===== config.mk =====
export PLATFORM = sky130hd
export DESIGN_NAME = tx_frame_buffer
export DESIGN_NICKNAME = d
export VERILOG_FILES = /design/src/rtl/tx_frame_buffer.sv
export SDC_FILE = /design/constraint.sdc
export NUM_CORES = 1
export LEC_CHECK = 0
export CORE_MARGIN = 4
export CORE_UTILIZATION = 59
export CTS_CLUSTER_SIZE = 12
export DETAILED_ROUTE_END_ITERATION = 8
export PLACE_DENSITY = 0.9
export SYNTH_ARGS = -nofsm -noshare
export SYNTH_HDL_FRONTEND = slang
export SYNTH_SLANG_ARGS = --single-unit

===== constraint.sdc =====
create_clock -name i_clk -period 3 [get_ports i_clk]
set_clock_uncertainty 0.15 [all_clocks]
set_input_delay 0.3 -clock i_clk [delete_from_list [all_inputs] [get_ports i_clk]]
set_output_delay 0.3 -clock i_clk [all_outputs]
set_load 0.05 [all_outputs]

===== src/rtl/tx_frame_buffer.sv =====
// Output stage of the FIR datapath: buffers filtered samples in a small FIFO
// and serialises each one MSB-first, flagging the final bit with o_tx_end.
module tx_frame_buffer #(
  parameter int DATA_WIDTH = 24,
  parameter int FIFO_DEPTH = 4
) (
  input  logic                               i_clk,
  input  logic                               i_rst_n,
  input  logic                               i_en,
  input  logic [DATA_WIDTH-1:0]              iv_din,
  input  logic                               i_din_valid,
  output logic                               o_din_ready,
  output logic                               o_dout,
  output logic                               o_dout_valid,
  output logic                               o_tx_end,
  output logic [$clog2(FIFO_DEPTH+1)-1:0]    ov_level
);

  localparam int LVL_W = $clog2(FIFO_DEPTH + 1);
  localparam int PTR_W = $clog2(FIFO_DEPTH);
  localparam int CNT_W = $clog2(DATA_WIDTH);

  typedef enum logic {IDLE, SHIFT} state_t;

  logic [DATA_WIDTH-1:0] r_mem [FIFO_DEPTH];
  logic [PTR_W-1:0]      r_wrPtr;
  logic [PTR_W-1:0]      r_rdPtr;
  logic [LVL_W-1:0]      r_level;
  state_t                r_state;
  logic [DATA_WIDTH-1:0] r_shift;
  logic [CNT_W-1:0]      r_bitCnt;

  logic w_full;
  logic w_empty;
  logic w_lastBit;
  logic w_push;
  logic w_pop;

  assign w_full    = (r_level == LVL_W'(FIFO_DEPTH));
  assign w_empty   = (r_level == '0);
  assign w_lastBit = (r_state == SHIFT) && (r_bitCnt == '0) && i_en;
  // A pop refills the shift register: immediately from IDLE, or on the last bit
  // of the current word so consecutive words run back-to-back.
  assign w_pop     = !w_empty && ((r_state == IDLE) || w_lastBit);
  assign w_push    = i_din_valid && o_din_ready;

  // Ready ignores a same-cycle pop, so a full FIFO never writes through.
  assign o_din_ready  = i_rst_n && !w_full;
  assign o_tx_end     = w_lastBit;
  assign o_dout_valid = (r_state == SHIFT);
  assign o_dout       = (r_state == SHIFT) && r_shift[DATA_WIDTH-1];
  assign ov_level     = r_level;

  always_ff @(posedge i_clk) begin
    if (w_push) begin
      r_mem[r_wrPtr] <= iv_din;
    end
  end

  always_ff @(posedge i_clk or negedge i_rst_n) begin
    if (!i_rst_n) begin
      r_wrPtr <= '0;
      r_rdPtr <= '0;
      r_level <= '0;
    end else begin
      if (w_push) begin
        r_wrPtr <= r_wrPtr + 1'b1;
      end
      if (w_pop) begin
        r_rdPtr <= r_rdPtr + 1'b1;
      end
      case ({w_push, w_pop})
        2'b10:   r_level <= r_level + 1'b1;
        2'b01:   r_level <= r_level - 1'b1;
        default: r_level <= r_level;
      endcase
    end
  end

  always_ff @(posedge i_clk or negedge i_rst_n) begin
    if (!i_rst_n) begin
      r_state  <= IDLE;
      r_shift  <= '0;
      r_bitCnt <= '0;
    end else begin
      case (r_state)
        IDLE: begin
          if (w_pop) begin
            r_shift  <= r_mem[r_rdPtr];
            r_bitCnt <= CNT_W'(DATA_WIDTH - 1);
            r_state  <= SHIFT;
          end
        end
        SHIFT: begin
          if (i_en) begin
            if (r_bitCnt != '0) begin
              r_shift  <= {r_shift[DATA_WIDTH-2:0], 1'b0};
              r_bitCnt <= r_bitCnt - 1'b1;
            end else if (w_pop) begin
              r_shift  <= r_mem[r_rdPtr];
              r_bitCnt <= CNT_W'(DATA_WIDTH - 1);
            end else begin
              r_shift <= '0;
              r_state <= IDLE;
            end
          end
        end
        default: r_state <= IDLE;
      endcase
    end
  end

endmodule

==> results of run 1 <==
tightest hold or removal path: cells and delay by family:
kind	cells	cell delay [ps]
buffers and inverters	3	1050
through the flow:
stage	hold slack, ps	util	worst slack (ps)
2_1_floorplan	-145.6	-	44.50
5_1_grt	253.0	0.7208	249.9
4_1_cts	244.6	0.7205	83.90
6_report	243.4	0.7208	394.6
3_5_place_dp	250.2	0.6497	451.0
3_3_place_gp	247.5	0.6497	529.7
layout make-up:
cell class              instances  share of cell area
multi-input cells             156              0.2399
flip-flops and latches        133              0.5746
clock buffers                  17             0.06248
inverters                       7            0.003964
repair buffers                 45             0.06380
clock inverters                15             0.03435
well taps                     111             0.02095
power by group through the flow:
stage          clock network, W  registers [W]  logic, W
2_1_floorplan                 0        0.00260   0.00110
3_3_place_gp                  0        0.00255   0.00143
3_5_place_dp                  0        0.00258   0.00148
4_1_cts                 0.00225        0.00256   0.00150
5_1_grt                 0.00234        0.00260   0.00161
6_report                0.00223        0.00256   0.00147
registers in the layout, indices dropped and copies added (netlist names):
name,flops
ov_level,3
r_wrPtr,2
o_dout_valid,1
r_mem,96
r_bitCnt,5
r_rdPtr,2
r_shift,24
cells by family after synthesis:
| family | share of synthesized area |
|---|---|
| AOI/OAI and AO/OA | 0.1032 |
| xor gates and xnor gates | 0.009444 |
| adders and majority gates | 0.01934 |
| buffers and inverters | 0.03036 |
| DFF | 0.6845 |
| muxes | 0.1057 |
| and+or+nand+nor | 0.04745 |
layer usage:
layer  global-route usage  up-vias  share of wire  wire [µm]
li1                     -     1314              -          -
met1               0.2371     1494           0.40       3935
met2               0.3268      116           0.51       5033
met3              0.05188       22          0.057        554
met4              0.09372        0          0.027        266
met5                    0        -              0          0
synth_stat cells, drive strengths merged, types with 3 or more instances:
master / instances / area share
a21oi: 27 / 0.038
a22oi: 23 / 0.049
and3: 5 / 0.0058
buf: 13 / 0.023
clkbuf: 4 / 0.0027
dfrtp: 37 / 0.17
edfxtp: 96 / 0.52
ha: 7 / 0.016
inv: 7 / 0.0047
mux2: 3 / 0.0067
mux4: 24 / 0.097
nand2: 8 / 0.0054
nor2: 29 / 0.020
nor3: 3 / 0.0027
o21ai: 3 / 0.0027
xnor2: 4 / 0.0063
final timing paths:
| check | end | cells after the start | from |
|---|---|---|---|
| worst max-delay path | o_din_ready | 3 | ov_level[0]$_DFFE_PN0P_ |
| worst min register to register | r_shift[23]$_DFFE_PN0P_ | 2 | r_shift[23]$_DFFE_PN0P_ |
| worst min-delay path | ov_level[0]$_DFFE_PN0P_ | 3 | i_rst_n |
| max in group asynchronous | r_shift[21]$_DFFE_PN0P_ | 3 | i_rst_n |
| min in group i_clk | r_mem[1][9]$_DFFE_PP_ | 1 | iv_din[9] |
| worst max register to register | ov_level[1]$_DFFE_PN0P_ | 8 | r_bitCnt[0]$_DFFE_PN0P_ |
repair_timing:
action / in CTS / in global routing
setup endpoints to repair: 0 / 1
hold endpoints to repair: 37 / 0
gates resized for setup: 0 / 1
hold buffers: 1 / 0
==> impl_metrics.json, run 1 <==
{
  "run_status": "finished clean",
  "start_kind": "register",
  "fillerInstances": 546,
  "rsz0062_at_grt": "false",
  "die_area_um2": 11050,
  "fin_nets": 396,
  "switching_share": 0.2827,
  "grt_max_degree": 49,
  "p_seq_frac": 0.409,
  "min_period_ps": 2605,
  "clock_path_buffers": 2,
  "dp_hpwl_um": 5555,
  "clock_sinks": 133,
  "syn2layout_area_growth_pct": 19.14,
  "setup_violations": 0,
  "synthesis.nets": 349,
  "antenna_found_initial": 0,
  "grt_pass1_wl_um": 16190,
  "die_y_um": 105.1,
  "cp_top_family": "buffers and inverters",
  "io_pins": 35,
  "grt_pass1_vias": 3124,
  "power_w": 0.006260,
  "cp_num_buf_inv": 1,
  "cts_max_level": 4,
  "worst_hold_path_type": "input port to async pin",
  "critPathKind": "register to output pin",
  "crit_path_end_kind": "output pin",
  "max_freq_mhz": 383.8,
  "cp_max_fo": 6,
  "worstSkewPairLatency_ps": 520,
  "rrSetupSlack_ps": 510,
  "seq_area_frac_synth": 0.6845,
  "synth_area_per_cell_um2": 17.78,
  "ir_drop_v": 0.0005067,
  "p_int_w": 0.004491,
  "multi_input_area_um2": 1590,
  "vias_per_cell": 6.087,
  "dp.cells": 451,
  "leakage_nw": 2.337,
  "arrival_ps": 2160,
  "routabilityCongestion": 0.7169,
  "drcViolationCount": 0,
  "async_flop_share": 0.2782,
  "synth_cells": 313,
  "antenna_cells": 0,
  "wl_per_cell_um": 20.22,
  "power_density_nw_per_um2": 944.4,
  "path_cells": "nor2_1 -> a21boi_2 -> clkdlybuf4s50_1",
  "yosysWarnings": 0,
  "slew_viol_final": 0,
  "register_area_um2": 3809,
  "fin_setup_tns_ps": 0,
  "tightestPinTransition_ps": 614.1,
  "final_common_cell": "edfxtp_1",
  "crit_slowest_cell": "clkdlybuf4s50_1",
  "drt-total-wl_um": 9788,
  "clk_pin_slew_ps": 60,
  "fin_cells": 484,
  "dieWidth_um": 105.1,
  "cts_tree": "yes",
  "cap_violations": 0,
  "final_cell_mix": "96 x edfxtp_1, 37 x dfrtp_1, 32 x clkdlybuf4s50_1",
  "ant_nets": 0,
  "grt_use_total": 0.1955,
  "synth_enable_flop_cells": 96,
  "start_util": 0.6050,
  "combPwrFrac": 0.236,
  "synthFlopType": "edfxtp_1",
  "clockRootBuffer": "clkbuf_8",
  "rows": 35,
  "drtIter0Drc": 148,
  "port_buffers": 34,
  "cp_slowest_stage_delay_ps": 850,
  "hold_viol": 0,
  "cts_buffers": 17,
  "slew_headroom": 0.5906,
  "overflow": 0,
  "fin_area_um2": 6629,
  "placed_area_um2": 5974,
  "clkPwrFrac": 0.356,
  "core_um2": 9196,
  "drive_above_1_share": 0.3217,
  "cts_setup_buffers": 0,
  "p_sw_w": 0.001770,
  "ys_ff_latch": 133,
  "netlist_area_um2": 5564,
  "yosysUniqueCellTypes": 39,
  "worstPathRequired_ps": 2550,
  "fin_crit_sh": 0.8685,
  "firstDrtPassIters": 4,
  "vias": 2946
}
Power figures use the tool's default switching activity.
==> inputs of run 2 (changes only) <==
--- a/config.mk
+++ b/config.mk
@@ -5,6 +5,7 @@
 export SDC_FILE = /design/constraint.sdc
 export NUM_CORES = 1
 export LEC_CHECK = 0
+export CORE_ASPECT_RATIO = 0.7
 export CORE_MARGIN = 4
 export CORE_UTILIZATION = 59
 export CTS_CLUSTER_SIZE = 12
==> run 2 against run 1 <==
Sequential share of layout area rose by 0.66 points. Clock power fell by 13%. Routed wire length up 1.9%. Combinational power barely moved. Final cell count is 2.7% higher. Via count is 1.8% lower. Worst setup slack got worse by 190 ps. Worst hold slack improved by 99 ps. First-iteration DRC count rose by 22%. Maximum frequency decreased by 6.9%. Global-route usage increased by 0.96 points. Clock-buffer cell count is 4 higher.
==> impl_metrics.json, run 2 (synthesized netlist as in run 1, its figures left out) <==
{
  "clockRootBuffer": "clkbuf_16",
  "grt_pass1_vias": 2992,
  "arrival_ps": 2350,
  "dp_hpwl_um": 5742,
  "final_common_cell": "edfxtp_1",
  "largest_registers": "r_mem (96), r_shift (24), r_bitCnt (5)",
  "vias": 2893,
  "regMostFlops": "r_mem",
  "die_y_um": 89.25,
  "clk_pin_slew_ps": 60,
  "slew_viol_final": 0,
  "rrSetupSlack_ps": 450,
  "cp_max_fo": 5,
  "port_buffers": 34,
  "fin_setup_tns_ps": 0,
  "routabilityCongestion": 0.8040,
  "dieWidth_um": 124.1,
  "cts_resized": 0,
  "drive_above_1_share": 0.3083,
  "top_usage_layer": "met2",
  "hold_ws_ps": 342.7,
  "clock_sinks": 133,
  "crit_path_end_kind": "output pin",
  "grt_max_degree": 38,
  "hold_viol": 0,
  "ant_nets": 0,
  "grtUsageMet1": 0.2718,
  "worstPathRequired_ps": 2550,
  "cts_buffers": 17,
  "met2_usage": 0.3265,
  "clock_path_buffers": 2,
  "placed_area_um2": 5991,
  "fin_nets": 396,
  "grt_use_total": 0.2051,
  "pre_cts_slack_ps": 439.8,
  "drtIter0Drc": 180,
  "leakage_nw": 2.278,
  "ir_drop_v": 0.0006812,
  "slew_headroom": 0.4422,
  "die_area_um2": 11070,
  "vias_per_cell": 5.821,
  "largest_reg_flops": 96,
  "antenna_found_initial": 0,
  "grt_pass1_wl_um": 16150,
  "fin_crit_sh": 0.9327,
  "syn2layout_area_growth_pct": 17.79,
  "fin_area_um2": 6554,
  "drcViolationCount": 0,
  "final_cell_mix": "96 x edfxtp_1, 37 x dfrtp_1, 33 x clkdlybuf4s50_1",
  "drt-total-wl_um": 9976,
  "core_um2": 9144,
  "start_util": 0.6085,
  "run_status": "finished clean",
  "power_w": 0.005976,
  "tightestPinTransition_ps": 835.8,
  "io_pins": 35,
  "max_freq_mhz": 357.4,
  "start_kind": "register",
  "r2r_end": "r_shift[2]$_DFFE_PN0P_",
  "cts_max_level": 4,
  "reg2reg_depth": 8,
  "firstDrtPassIters": 4,
  "r2r_start": "r_bitCnt[0]$_DFFE_PN0P_",
  "wl_per_cell_um": 20.07,
  "grt.met3_usage": 0.07653,
  "cap_violations": 0,
  "rows": 29,
  "overflow": 0,
  "critPathKind": "register to output pin",
  "worstSkewPairLatency_ps": 410,
  "worst_hold_path_type": "input port to async pin",
  "power_density_nw_per_um2": 911.8,
  "setup_violations": 0,
  "cts_tree": "yes",
  "setup_ws_ps": 201.8,
  "antenna_cells": 0,
  "min_period_ps": 2798,
  "rsz0062_at_grt": "false"
}
-- run 2: final cells by class --
| class | instances | area (µm²) |
|---|---|---|
| Fill cell | 582 | 2590 |
| Timing Repair Buffer | 45 | 420.4 |
| Tap cell | 124 | 155.1 |
| Inverter | 7 | 26.28 |
| Sequential cell | 133 | 3809 |
| Multi-Input combinational cell | 156 | 1590 |
| Clock buffer | 21 | 440.4 |
| Clock inverter | 11 | 112.6 |
-- run 2: worst max path at each step --
stage	from	to	cells after the start
CTS	r_bitCnt[0]$_DFFE_PN0P_	o_tx_end	5
global route	r_bitCnt[0]$_DFFE_PN0P_	o_tx_end	5
finish	r_bitCnt[0]$_DFFE_PN0P_	o_tx_end	5
detailed placement	i_en	ov_level[1]$_DFFE_PN0P_	6
global placement	i_en	ov_level[1]$_DFFE_PN0P_	6
floorplan	ov_level[0]$_DFFE_PN0P_	ov_level[2]$_DFFE_PN0P_	9
-- run 2: critical path, cell delays in order (launching register included) --
cell and delay (ps):
dfrtp_1 410, inv_1 90, ha_1 170, nor4b_4 260, and3_2 220, clkdlybuf4s50_1 790
-- run 2: power breakdown --
| group | internal (W) | switching (W) |
|---|---|---|
| Clock | 0.00121 | 0.000719 |
| Sequential | 0.00233 | 0.000247 |
| Combinational | 0.000716 | 0.000751 |
-- run 2: what timing repair did --
| item | in CTS | in global routing |
|---|---|---|
| hold buffers | 1 | 0 |
| buffers inserted | 0 | 0 |
| hold endpoints to repair | 37 | 0 |
-- run 2: metal layers --
layer  vias to the layer above  part of all wire
met3                         9             0.050
met5                         -                 0
met1                      1493              0.43
li1                       1316                 -
met2                        75              0.51
met4                         0             0.013
-- run 2: through the flow --
stage	util	cells
2_1_floorplan	-	313
3_3_place_gp	0.6552	464
3_5_place_dp	0.6552	464
6_report	0.7167	497
5_1_grt	0.7167	497
4_1_cts	0.7167	497
